## src/rtl/spi_sram_arbiter.sv

```systemverilog
// Two-port round-robin arbiter in front of a single SPI SRAM master request port.
// Define SPI_SRAM_ARB_FIXED_PRIO_EN to give port 0 fixed priority on contention.
module spi_sram_arbiter #(
    parameter int AW = 24,
    parameter int DW = 8
) (
    input  logic          clk,
    input  logic          rst,
    input  logic          p0_req,
    input  logic          p0_wr,
    input  logic [AW-1:0] p0_addr,
    input  logic [DW-1:0] p0_wdata,
    output logic [DW-1:0] p0_rdata,
    output logic          p0_ack,
    input  logic          p1_req,
    input  logic          p1_wr,
    input  logic [AW-1:0] p1_addr,
    input  logic [DW-1:0] p1_wdata,
    output logic [DW-1:0] p1_rdata,
    output logic          p1_ack,
    output logic          m_en,
    output logic          m_wr,
    output logic [AW-1:0] m_addr,
    output logic [DW-1:0] m_wdata,
    input  logic [DW-1:0] m_rdata,
    input  logic          m_ready,
    output logic          grant,
    output logic          busy
);
    typedef enum logic [1:0] {S_IDLE, S_ISSUE, S_WAIT, S_DONE} state_t;

    state_t        state, state_nxt;
    logic          last;
    logic          win;
    logic          any_req;
    logic          wr_q;
    logic [AW-1:0] addr_q;
    logic [DW-1:0] wdata_q;

    assign any_req = p0_req | p1_req;

`ifdef SPI_SRAM_ARB_FIXED_PRIO_EN
    // last keeps tracking grants but never influences the choice
    assign win = p1_req & ~p0_req;
`else
    assign win = (p0_req & p1_req) ? ~last : p1_req;
`endif

    always_ff @(posedge clk) begin
        if (rst) state <= S_IDLE;
        else     state <= state_nxt;
    end

    always_comb begin
        state_nxt = state;
        case (state)
            S_IDLE:  if (any_req) state_nxt = S_ISSUE;
            S_ISSUE: if (m_ready) state_nxt = S_WAIT;
            S_WAIT:  if (m_ready) state_nxt = S_DONE;
            S_DONE:  state_nxt = S_IDLE;
            default: state_nxt = S_IDLE;
        endcase
    end

    always_ff @(posedge clk) begin
        if (rst) begin
            last     <= 1'b1;
            grant    <= 1'b0;
            wr_q     <= 1'b0;
            addr_q   <= '0;
            wdata_q  <= '0;
            p0_rdata <= '0;
            p1_rdata <= '0;
        end else begin
            if (state == S_IDLE && any_req) begin
                last    <= win;
                grant   <= win;
                wr_q    <= win ? p1_wr    : p0_wr;
                addr_q  <= win ? p1_addr  : p0_addr;
                wdata_q <= win ? p1_wdata : p0_wdata;
            end
            // read data is only captured on completion of a read
            if (state == S_WAIT && m_ready && !wr_q) begin
                if (grant) p1_rdata <= m_rdata;
                else       p0_rdata <= m_rdata;
            end
        end
    end

    assign m_en    = (state == S_ISSUE);
    assign m_wr    = wr_q;
    assign m_addr  = addr_q;
    assign m_wdata = wdata_q;
    assign busy    = (state != S_IDLE);
    assign p0_ack  = (state == S_DONE) & ~grant;
    assign p1_ack  = (state == S_DONE) &  grant;
endmodule

```

## config.mk

```make
export PLATFORM = sky130hd
export DESIGN_NAME = spi_sram_arbiter
export DESIGN_NICKNAME = d
export VERILOG_FILES = /design/src/rtl/spi_sram_arbiter.sv
export SDC_FILE = /design/constraint.sdc
export NUM_CORES = 1
export LEC_CHECK = 0
export ABC_AREA = 1
export CAP_MARGIN = 0
export CELL_PAD_IN_SITES_DETAIL_PLACEMENT = 0
export CELL_PAD_IN_SITES_GLOBAL_PLACEMENT = 1
export CORE_ASPECT_RATIO = 1.1
export CORE_UTILIZATION = 29
export CTS_CLUSTER_SIZE = 14
export DETAILED_ROUTE_END_ITERATION = 8
export GPL_ROUTABILITY_DRIVEN = 0
export GPL_TIMING_DRIVEN = 0
export PLACE_DENSITY = 0.86
export SYNTH_ARGS = -nofsm -noshare
export SYNTH_HDL_FRONTEND = slang
export SYNTH_SLANG_ARGS = --single-unit
```

## constraint.sdc

```tcl
create_clock -name clk -period 2.97 [get_ports clk]
set_input_delay 0.594 -clock clk [delete_from_list [all_inputs] [get_ports clk]]
set_output_delay 0.594 -clock clk [all_outputs]
set_load 0.01 [all_outputs]
```

==> results.toml <==
[floorplan]
die_area_mm2 = 0.009600
initial_core_util_pct = 29.95
num_rows = 36
core_area_mm2 = 0.008919
die_w_um = 93.51
ios = 133
die_h_um = 102.7

[placement]
dp.cells = 663
io_buffers = 132
place_ws_ns = 0.9070
dp_hpwl_um = 5783

[status]
outcome = "completed"

[critical_path]
r2r_end = "m_wdata[6]"
crit_family = "buffers and inverters"
worst_setup_path_end_kind = "primary output"
start_kind = "flop"
r2r_cells = 9
critPathKind = "flop to primary output"
critPathMaxStageDelay_ns = 0.54
arrival_ns = 1.69
crit_buf_inv = 3
path_max_fanout = 4
path_cells = "inv_1, ha_1, inv_2, clkdlybuf4s50_1"
r2r-start = "state[0]"
slowest_stage = "clkdlybuf4s50_1"
required_ns = 2.38
r2r_setup_slack_ns = 1.43

[route]
dr.pass1.iters = 4
drcViolationCount = 0
drtIter0Drc = 39
antenna_left = 0
wl_per_cell_um = 11.15
num_vias = 2813
vias_per_cell = 4.199
wl_um = 7471

[pwr]
p_per_area_mw_per_mm2 = 687.9
power_frac_clock_pct = 13.9
peakVddDrop_mv = 0.2584
comb_power_share_pct = 50.2
p_leak_nw = 1.996
sw_frac_of_total_pct = 36.11
p_int_mw = 1.855
power_mw = 2.904
seqPwrFrac_pct = 35.8
net-switching-power_mw = 1.049

[global_routing]
grt_antenna_before_repair = 0
gr-usage-all-layers_pct = 15.82
grt_pass1_vias = 2659
grt_max_degree = 15
grt_pass1_wl_um = 12010
overflow = 0

[hold_path]
hp-start = "p0_rdata[5]"
min_path_type = "flop to flop"
worstHoldEndpoint = "p0_rdata[5]"
min_path_cells = 2

[sta]
rsz0062_at_grt = "no"
slew_headroom_pct = 74.15
hold_viol_final = 0
fin_ws_ns = 0.6870
setup_violations = 0
worst_slew_pin_slew_ns = 0.3878
clock_skew_ns = 0.004349
clock.fmax_mhz = 438.0
period_minus_slack_ns = 2.283
min_period_over_period_pct = 76.87
setup_tns_ns = 0
final_max_slew_viol_count = 0

[logic_synthesis]
synth_xor_area_share_pct = 0
synth_top_family_by_area = "simple AND/OR/NAND/NOR gates"
syn-num-nets = 501
ys_seq_area_share_pct = 39.72
synth-simple-area-share_pct = 36.25
synth_adder_area_share_pct = 2.342
synthMuxAreaShare_pct = 0
synth_compound_area_share_pct = 8.712
synth.ff_latch_count = 53
syn_inst = 417
synth.distinct_cells = 20
syn_area_per_cell_um2 = 6.406
synth_warnings = 0
syn_area_mm2 = 0.002671

[clock_network]
post_cts_resize_count = 0
cts_tree = "yes"
cts_setup_buffers = 0
htreeDepth = 2
clock-sinks = 53
numCtsBuffers = 5
root_buffer = "clkbuf_8"
path_clk_slew_ns = 0.09
clockBufferDepth = 2
hold_buffers = 0
clkLatencyLatePin_ns = 0.30

[run]
cap_violations = 0

[finish]
final_cells = 670
final_nets = 640
num_antenna_cells = 0
drive_gt1_share_pct = 5.396
area_growth_pct = 58.03
[kinds of logic after synthesis]
family / after synthesis
flops: 53
fa+ha+maj: 5
buf+inv: 71
simple gates: 242
compound gates: 46
[cells in the final DEF, fill, tap and decap left out]
| cell | instances |
|---|---|
| nand2_1 | 99 |
| nor2_2 | 1 |
| clkbuf_8 | 6 |
| ha_1 | 5 |
| nand2_4 | 1 |
| nor2_4 | 2 |
| buf_6 | 7 |
| inv_1 | 48 |
| nand3b_1 | 8 |
| dfxtp_1 | 53 |
| clkbuf_4 | 2 |
| buf_4 | 3 |
| o21ai_1 | 13 |
| nand3_1 | 4 |
| o21ai_0 | 21 |
| inv_2 | 1 |
| clkdlybuf4s50_1 | 132 |
| a21oi_1 | 11 |
| clkbuf_1 | 4 |
| buf_2 | 7 |
| nor2_1 | 127 |
| o21bai_1 | 1 |
[sequential cells by signal, indices dropped and copies added (netlist names)]
signal    flops
m_addr       24
m_wdata       8
p0_rdata      8
p1_rdata      8
state         2
grant         1
last          1
m_wr          1
[how the worst max path moves through the flow]
stage / start / endpoint / slack, ns / depth (start not counted)
6_report: state[0] / busy / 0.69 / 4
5_1_grt: state[0] / busy / 0.58 / 4
4_1_cts: state[0] / busy / 0.65 / 4
3_5_place_dp: p0_req / m_addr[7] / 0.91 / 8
3_3_place_gp: p0_req / m_wr / 0.94 / 8
2_1_floorplan: state[0] / m_addr[0] / 1.61 / 9
[tightest hold or removal path: stages (launching register included)]
cell and delay [ns]:
dfxtp_1 0.33, a21oi_1 0.04, nor2_1 0.08
[Yosys cell counts (all sizes together)]
master    n  area share, %
nor2    130             19
nand2   100             14
dfxtp    53             40
inv      49            6.9
o21ai    34            6.4
buf      17            5.1
a21oi    11            2.1
nand3b    8            2.2
clkbuf    5           0.98
ha        5            2.3
nand3     4           0.75
o21bai    1           0.28
[routing by layer]
layer / wire [um] / GRT usage (%)
met5: 0 / 0
met1: 3384 / 18.88
met2: 3491 / 28.11
met3: 528 / 4.425
met4: 65 / 3.905
[final cells by class]
cell class	instances	area [um^2]
well taps	114	142.6
inverters	49	183.9
clock buffers	7	86.33
multi-input cells	293	1264
plain buffers	22	162.7
flip-flops and latches	53	1061
fillers	957	4697
repair buffers	132	1321
[through the flow]
stage / instance area [um^2] / util, % / hold slack (ns)
detailed placement: 4135 / 46.37 / 0.4640
CTS: 4222 / 47.33 / 0.4868
floorplan: 2671 / - / 0.4287
finish: 4222 / 47.33 / 0.4857
global route: 4222 / 47.33 / 0.5031
global placement: 4135 / 46.37 / 0.4411
[power by group through the flow]
stage	logic [mW]	clock network (mW)	registers, mW
after floorplan	0.698	0	1.13
after global placement	1.45	0	1.06
after detailed placement	1.47	0	1.06
after CTS	1.48	0.423	1.04
after global routing	1.62	0.448	1.06
final	1.46	0.404	1.04
Power figures use the tool's default switching activity.
